===== src/rtl/sram_ctrl_if.sv =====
// Memory-stage request bus of the SRAM controller: word request in, read data and ready out.
interface sram_ctrl_if;
  logic        wr_en;
  logic        rd_en;
  logic [31:0] address;
  logic [31:0] wdata;
  logic [31:0] rdata;
  logic        ready;

  modport master (output wr_en, rd_en, address, wdata, input rdata, ready);
  modport slave  (input wr_en, rd_en, address, wdata, output rdata, ready);
endinterface


===== src/rtl/sram_ctrl.sv =====
// 32-bit word accesses split into two 16-bit async SRAM phases with programmable wait states.
// Optional read-hit shortcut for repeated reads of the same word: define SRAM_CTRL_READ_HIT_EN.
module sram_ctrl #(
  parameter int BASE_ADDR   = 1024,
  parameter int WAIT_CYCLES = 1,
  parameter int SRAM_AW     = 18
) (
  input  logic               clk,
  input  logic               rst,
  sram_ctrl_if.slave         bus,
  output logic [SRAM_AW-1:0] sram_addr,
  output logic [15:0]        sram_dq_out,
  output logic               sram_dq_oe,
  input  logic [15:0]        sram_dq_in,
  output logic               sram_we_n,
  output logic               sram_oe_n,
  output logic               sram_ce_n
);

  typedef enum logic [1:0] {IDLE, LOW, HIGH, DONE} state_t;

  localparam logic [31:0] BASE      = 32'(BASE_ADDR);
  localparam logic [3:0]  WAIT_INIT = 4'(WAIT_CYCLES);

  state_t             state;
  logic [3:0]         wait_cnt;
  logic [SRAM_AW-2:0] word;
  logic [31:0]        wdata_q;
  logic               is_wr;
  logic [31:0]        rdata_q;

  logic               req;
  logic [31:0]        offset;
  logic [SRAM_AW-2:0] req_word;
  logic               read_hit;
  logic               unused_offset;

  assign req           = bus.rd_en | bus.wr_en;
  assign offset        = bus.address - BASE;
  assign req_word      = offset[SRAM_AW:2];
  assign unused_offset = ^{offset[31:SRAM_AW+1], offset[1:0]};

  assign bus.ready = (state == DONE) || ((state == IDLE) && !req);
  assign bus.rdata = rdata_q;

`ifdef SRAM_CTRL_READ_HIT_EN
  logic               hit_vld;
  logic [SRAM_AW-2:0] hit_word;

  assign read_hit = hit_vld && !bus.wr_en && (hit_word == req_word);

  always_ff @(posedge clk or negedge rst) begin
    if (!rst) begin
      hit_vld  <= 1'b0;
      hit_word <= '0;
    end else if (state == IDLE && bus.wr_en) begin
      hit_vld <= 1'b0;
    end else if (state == HIGH && wait_cnt == 4'd0 && !is_wr) begin
      hit_vld  <= 1'b1;
      hit_word <= word;
    end
  end
`else
  assign read_hit = 1'b0;
`endif

  // All pad outputs are registered so nothing on the request side reaches the pins combinationally.
  always_ff @(posedge clk or negedge rst) begin
    if (!rst) begin
      state       <= IDLE;
      wait_cnt    <= '0;
      word        <= '0;
      wdata_q     <= '0;
      is_wr       <= 1'b0;
      rdata_q     <= '0;
      sram_addr   <= '0;
      sram_dq_out <= '0;
      sram_dq_oe  <= 1'b0;
      sram_we_n   <= 1'b1;
      sram_oe_n   <= 1'b1;
      sram_ce_n   <= 1'b1;
    end else begin
      case (state)
        IDLE: begin
          if (req) begin
            word    <= req_word;
            wdata_q <= bus.wdata;
            is_wr   <= bus.wr_en;
            if (read_hit) begin
              state <= DONE;
            end else begin
              state       <= LOW;
              wait_cnt    <= WAIT_INIT;
              sram_addr   <= {req_word, 1'b0};
              sram_ce_n   <= 1'b0;
              sram_oe_n   <= bus.wr_en;
              sram_we_n   <= !bus.wr_en;
              sram_dq_oe  <= bus.wr_en;
              sram_dq_out <= bus.wr_en ? bus.wdata[15:0] : sram_dq_out;
            end
          end
        end
        LOW: begin
          if (wait_cnt == 4'd0) begin
            if (!is_wr) rdata_q[15:0] <= sram_dq_in;
            state     <= HIGH;
            wait_cnt  <= WAIT_INIT;
            sram_addr <= {word, 1'b1};
            sram_we_n <= !is_wr;
            if (is_wr) sram_dq_out <= wdata_q[31:16];
          end else begin
            wait_cnt  <= wait_cnt - 4'd1;
            // The final cycle of a phase keeps we_n high so data is held past the write strobe.
            sram_we_n <= !is_wr || (wait_cnt == 4'd1);
          end
        end
        HIGH: begin
          if (wait_cnt == 4'd0) begin
            if (!is_wr) rdata_q[31:16] <= sram_dq_in;
            state      <= DONE;
            sram_ce_n  <= 1'b1;
            sram_oe_n  <= 1'b1;
            sram_we_n  <= 1'b1;
            sram_dq_oe <= 1'b0;
          end else begin
            wait_cnt  <= wait_cnt - 4'd1;
            sram_we_n <= !is_wr || (wait_cnt == 4'd1);
          end
        end
        DONE: state <= IDLE;
        default: state <= IDLE;
      endcase
    end
  end

endmodule

===== src/flat_wrapper.sv =====
// flat-port wrapper written by rule: the top's interface ports become plain ports
module sram_ctrl_flat 
#(
  parameter int BASE_ADDR   = 1024,
  parameter int WAIT_CYCLES = 1,
  parameter int SRAM_AW     = 18
)
  (clk, rst, sram_addr, sram_dq_out, sram_dq_oe, sram_dq_in, sram_we_n, sram_oe_n, sram_ce_n, bus_wr_en, bus_rd_en, bus_address, bus_wdata, bus_rdata, bus_ready);
  sram_ctrl_if bus_i ();
  input  logic clk;
  input  logic rst;
  output logic [SRAM_AW-1:0] sram_addr;
  output logic [15:0] sram_dq_out;
  output logic sram_dq_oe;
  input  logic [15:0] sram_dq_in;
  output logic sram_we_n;
  output logic sram_oe_n;
  output logic sram_ce_n;
  input wire logic [$bits(bus_i.wr_en)-1:0] bus_wr_en;
  input wire logic [$bits(bus_i.rd_en)-1:0] bus_rd_en;
  input wire logic [$bits(bus_i.address)-1:0] bus_address;
  input wire logic [$bits(bus_i.wdata)-1:0] bus_wdata;
  output wire logic [$bits(bus_i.rdata)-1:0] bus_rdata;
  output wire logic [$bits(bus_i.ready)-1:0] bus_ready;
  assign bus_i.wr_en = bus_wr_en;
  assign bus_i.rd_en = bus_rd_en;
  assign bus_i.address = bus_address;
  assign bus_i.wdata = bus_wdata;
  assign bus_rdata = bus_i.rdata;
  assign bus_ready = bus_i.ready;
  sram_ctrl #(.BASE_ADDR(BASE_ADDR), .WAIT_CYCLES(WAIT_CYCLES), .SRAM_AW(SRAM_AW)) u_core (.clk(clk), .rst(rst), .bus(bus_i), .sram_addr(sram_addr), .sram_dq_out(sram_dq_out), .sram_dq_oe(sram_dq_oe), .sram_dq_in(sram_dq_in), .sram_we_n(sram_we_n), .sram_oe_n(sram_oe_n), .sram_ce_n(sram_ce_n));
endmodule

===== config.mk =====
export PLATFORM = sky130hd
export DESIGN_NAME = sram_ctrl_flat
export DESIGN_NICKNAME = d
export VERILOG_FILES = /design/src/rtl/sram_ctrl_if.sv /design/src/rtl/sram_ctrl.sv /design/src/flat_wrapper.sv
export SDC_FILE = /design/constraint.sdc
export NUM_CORES = 1
export LEC_CHECK = 0
export CORE_MARGIN = 8
export CORE_UTILIZATION = 40
export CTS_CLUSTER_SIZE = 8
export DETAILED_ROUTE_END_ITERATION = 8
export HOLD_SLACK_MARGIN = 0.05
export PLACE_DENSITY_LB_ADDON = 0.1
export SLEW_MARGIN = 10
export SYNTH_ARGS = -nofsm -noshare
export SYNTH_HDL_FRONTEND = slang
export SYNTH_SLANG_ARGS = --single-unit

===== constraint.sdc =====
create_clock -name clk -period 2.4 [get_ports clk]
set_clock_uncertainty 0.1 [all_clocks]
set_input_delay 0.72 -clock clk [delete_from_list [all_inputs] [get_ports clk]]
set_output_delay 0.72 -clock clk [all_outputs]
set_load 0.005 [all_outputs]

* Yosys cells after proc, flatten, opt, wreduce, memory -nomap -nowiden
Index checks and enable logic that the tools add are counted.
** Operators by class
- $add $sub $neg :: 2
- Eq/ne operators :: 10
- Muxes and demuxes :: 27
- Bitwise operators :: 2
- Reduce and logical (&&, ||, !) cells :: 20
** Operators by type and width (number)
- 2-to-1 mux 16 bit :: 4
- 2-to-1 mux 18 bit :: 2
- case mux 18 bit (2 select lines) :: 1
- case mux 16 bit (2 select lines) :: 1
- subtractor 19 x 11 -> 19 bit (second input constant) :: 1
- AND reduction 3 bit :: 6
- 2-to-1 mux 4 bit :: 3
- case mux 4 bit (3 select lines) :: 1
- != test 2 x 1 -> 1 bit (second input constant) :: 4
- case mux 2 bit (4 select lines) :: 1
- 2-to-1 mux 1 bit :: 7
- 2-to-1 mux 2 bit :: 3
- case mux 1 bit (2 select lines) :: 3
- AND reduction 5 bit :: 1
- == test 2 bit (second input constant) :: 2
- == test 4 x 1 -> 1 bit (second input constant) :: 1
- logical NOT 4 bit :: 1
- != test 2 bit (second input constant) :: 2
- AND reduction 2 bit :: 2
- nonzero test 2 bit :: 2
- subtractor 4 x 1 -> 4 bit (second input constant) :: 1
- logical NOT 1 bit :: 3
- case mux 1 bit (3 select lines) :: 1
- nonzero test 3 bit :: 1
- 6 further kinds :: 7
** Word-level totals
- Bits in registers :: 126
- Input port bits :: 84
- Logic and storage cells :: 74

* Longest topological paths before layout
- Word-level depth :: 4
- Gate-level depth with buffers :: 8

* Worst setup path after synthesis
No wires, ideal clock.
- Kind :: register to output
- Start :: reg u_core.state[0]
- End :: out bus_ready
- Arrival :: 1.452 ns
- Path slack :: 0.128 ns
- Cell stages (with the launch flop) :: 6
- Path buffers :: 1
- Cells stage by stage :: dfrtp_1 inv_1 ha_1 buf_2 or3b_2 nand2b_1
** On the way
- Longest elaborated chain between the ends :: 3
- Elaborated cells between the ends (all ways) :: 4
** Ends and longest elaborated chain
- start: declaration :: RTL line sram_ctrl.sv:25 : state_t state;
- start signal: assignment :: RTL line sram_ctrl.sv:70 : state <= IDLE;
- start signal: assignment :: RTL line sram_ctrl.sv:90 : state <= DONE;
- start signal: assignment :: RTL line sram_ctrl.sv:92 : state <= LOW;
- logical NOT 2 bit :: RTL line sram_ctrl.sv:43 : assign bus.ready = (state == DONE) || ((state == IDLE) && !req);
- logical AND 1 bit :: RTL line sram_ctrl.sv:43
- logical OR 1 bit (*) :: RTL line sram_ctrl.sv:43
- end: declaration :: RTL line flat_wrapper.sv:24 : output wire logic [$bits(bus_i.ready)-1:0] bus_ready;
Every way passes the cells marked *; elsewhere a longest branch is shown, timed or not.

* Worst setup path in the final report
- Start :: in bus_rd_en
- End :: out bus_ready
** On the way
- Longest elaborated chain between the ends :: 4
** Ends and longest elaborated chain
- start: declaration :: RTL line flat_wrapper.sv:20 : input wire logic [$bits(bus_i.rd_en)-1:0] bus_rd_en;
- bitwise OR 1 bit :: RTL line sram_ctrl.sv:38 : assign req = bus.rd_en | bus.wr_en;
- logical NOT 1 bit :: RTL line sram_ctrl.sv:43
- logical AND 1 bit :: RTL line sram_ctrl.sv:43
- logical OR 1 bit :: RTL line sram_ctrl.sv:43
Every way passes these cells.

==> metrics.yaml <==
floorplanning:
  start_util_pct: 40.6
  die_w_um: 126
  floorplan.die.height_um: 126
  io_pins: 155
  fp-row-count: 40
  core_area_sq_um: 11900
  die_area_sq_um: 15800
finish:
  fillers: 1019
  nNetsFinal: 652
  diodes: 0
  finalNonFillerCells: 711
  multi_input_area_sq_um: 1970
  seq_area_sq_um: 2760
  final_common_cell: "clkdlybuf4s50_1"
  layout-drive-gt1-share_pct: 21.5
  area_growth_pct: 43.6
  layout_common_cells: "clkdlybuf4s50_1 (135), dfrtp_1 (107), mux2_2 (56), nand2_1 (38), nor2_1 (30)"
power:
  swShare_pct: 33.2
  seqPwrFrac_pct: 34.7
  clkPwrFrac_pct: 15.7
  fin_total_pwr_uw: 9650
  p_int_uw: 6450
  power_switching_uw: 3200
  p_comb_share_pct: 49.5
  p_per_area_nw_per_um2: 1400
  leakagePower_uw: 0.00293
  peakVddDrop_uv: 716
grt:
  grt_pass1_vias: 3839
  grt_max_degree: 111
  track_usage_pct: 15.3
  grt_pass1_wl_um: 19500
  antenna_found_initial: 0
  gr-total-overflow: 0
timing:
  holdWs_ns: 0.336
  relSlewSlack_pct: 60.2
  tightest_slew_ns: 0.597
  fmax_mhz: 425
  rsz0062_at_grt: "yes"
  fin_crit_ns: 2.35
  drv_slew: 0
  setup_viol: 0
  finalCritPeriodShare_pct: 98.0
  hold_violations: 0
drt:
  postRouteAntennaNets: 0
  drt-initial-drc-count: 186
  totalWireLength_um: 11600
  remaining_drc_errors: 0
  vias_per_cell: 4.94
  via_count: 3514
  drt-wirelength-per-cell_um: 16.4
  dr.pass1.iters: 4
synth:
  synth_edf_count: 0
  ys_seq_area_share_pct: 57.2
  async_reset_ff_share_pct: 100
  synthCells: 400
  synthFlopType: "dfrtp_1"
  synth.distinct_cells: 48
  yosysWarnings: 0
  syn_area_per_cell_sq_um: 12.0
  ys_ff_latch: 110
  netlist_area_sq_um: 4820
  synth_nets: 493
place:
  place_inst: 694
  place.gp.congestion: 0.759
  port_buffers: 139
  hpwlAfterDp_um: 8440
clocking:
  h-tree-depth: 3
  cts_buffers: 9
  hold_buffers: 0
  clock-sinks: 110
  clock_latency_ns: 0.34
  cts_buffer_depth: 2
  cts_root_buffer: "clkbuf_16"
  clkSlewWorstSetupHoldPaths_ns: 0.07
  cts_tree: "yes"
worst_setup_path:
  cp_max_fo: 2
  reg2regPathDepth: 6
  critPathLaunchType: "input port"
  cp_data_required_time_ns: 1.58
  end_kind: "output port"
  path_class: "in2out"
  critPathArrivalTime_ns: 1.53
run:
  cap_violations: 0
min_path:
  min_path_type: "in2async"
outcome:
  status: "finished, final reports clean"
## per-stage QoR
stage | setup slack [ns] | cell area (sq um) | TNS, ns | util, %
after CTS | 0.00986 | 6890 | 0 | 58.1
after detailed placement | -0.672 | 6580 | -1.99 | 55.5
final | 0.0470 | 6920 | 0 | 58.3
after global routing | -0.00984 | 6920 | -0.0170 | 58.3
after global placement | -0.657 | 6580 | -1.77 | 55.5
after floorplan | 0.128 | 4820 | 0 | -
## critical path: stages
cell	delay (ns)
dlygate4sd2_1	0.24
or3b_4	0.39
nand2b_4	0.09
buf_6	0.09
## power groups by stage
stage          registers (uW)  logic (uW)  clock network (uW)
2_1_floorplan            3340        2410                   0
3_3_place_gp             3330        4730                   0
3_5_place_dp             3380        4810                   0
4_1_cts                  3360        4830                1580
5_1_grt                  3490        5270                1650
6_report                 3350        4780                1520
## final timing paths
path	slack, ns	to	from
max	0.05	bus_ready	bus_rd_en
min	0.34	u_core.word[5]$_DFFE_PN0P_	rst
max reg2reg	0.13	u_core.bus.rdata[18]$_DFFE_PN0P_	u_core.wait_cnt[0]$_DFFE_PN0P_
min reg2reg	0.38	u_core.sram_ce_n$_DFFE_PN1P_	u_core.sram_ce_n$_DFFE_PN1P_
max in group asynchronous	1.40	u_core.bus.rdata[16]$_DFFE_PN0P_	rst
min in group clk	0.38	u_core.sram_ce_n$_DFFE_PN1P_	u_core.sram_ce_n$_DFFE_PN1P_
## flip-flops by register name, indices dropped and copies added, names as in the netlist
| name | count |
|---|---|
| u_core.sram_addr | 18 |
| u_core.word | 17 |
| u_core.sram_dq_out | 16 |
| u_core.wait_cnt | 4 |
| u_core.state | 2 |
| u_core.sram_we_n | 1 |
| u_core.bus.rdata | 32 |
| u_core.is_wr | 1 |
| u_core.sram_ce_n | 1 |
| u_core.sram_oe_n | 1 |
| u_core.sram_dq_oe | 1 |
| u_core.wdata_q | 16 |
## cells by family after synthesis
| kind of cell | after synthesis | synth area share [%] |
|---|---|---|
| xor+xnor | 7 | 1.27 |
| buf+inv | 28 | 2.91 |
| compound gates | 70 | 8.39 |
| fa+ha+maj | 9 | 2.34 |
| mux | 84 | 19.1 |
| flops | 110 | 57.2 |
| simple gates | 92 | 8.78 |
## cell usage after synthesis (3+ instances only)
library cell    n  area, sq um
nand2_1        38          143
nor3b_1         3         22.5
o221ai_1        3         26.3
ha_1            9          113
dfrtp_1       107         2680
a21oi_1        25          125
mux2i_1        25          250
buf_6           4         45.0
nor2_1         30          113
dfstp_2         3         78.8
clkbuf_1       12         45.0
buf_2           4         20.0
o21ai_0        27          135
mux2_2         56          631
inv_1           7         26.3
xnor2_1         5         43.8
## layer usage
| metal | GRT usage, % | routed length, um | vias up |
|---|---|---|---|
| met1 | 16.9 | 4700 | 1717 |
| met2 | 25.6 | 5850 | 78 |
| li1 | - | - | 1710 |
| met3 | 7.38 | 925 | 9 |
| met4 | 4.51 | 158 | 0 |
| met5 | 0 | 0 | - |
## final cells by class
| class | instances | area share (%) |
|---|---|---|
| flip-flops and latches | 110 | 39.8 |
| multi-input cells | 262 | 28.5 |
| repair buffers | 169 | 24.2 |
| clock buffers | 10 | 3.45 |
| well taps | 147 | 2.66 |
| clock inverters | 6 | 0.977 |
| inverters | 7 | 0.380 |
## timing repair
action	CTS	global route
gates resized for setup	8	6
hold endpoints to repair	0	0
setup endpoints to repair	1	3
setup buffers	0	1
pin swaps	1	1
Power figures use the tool's default switching activity.
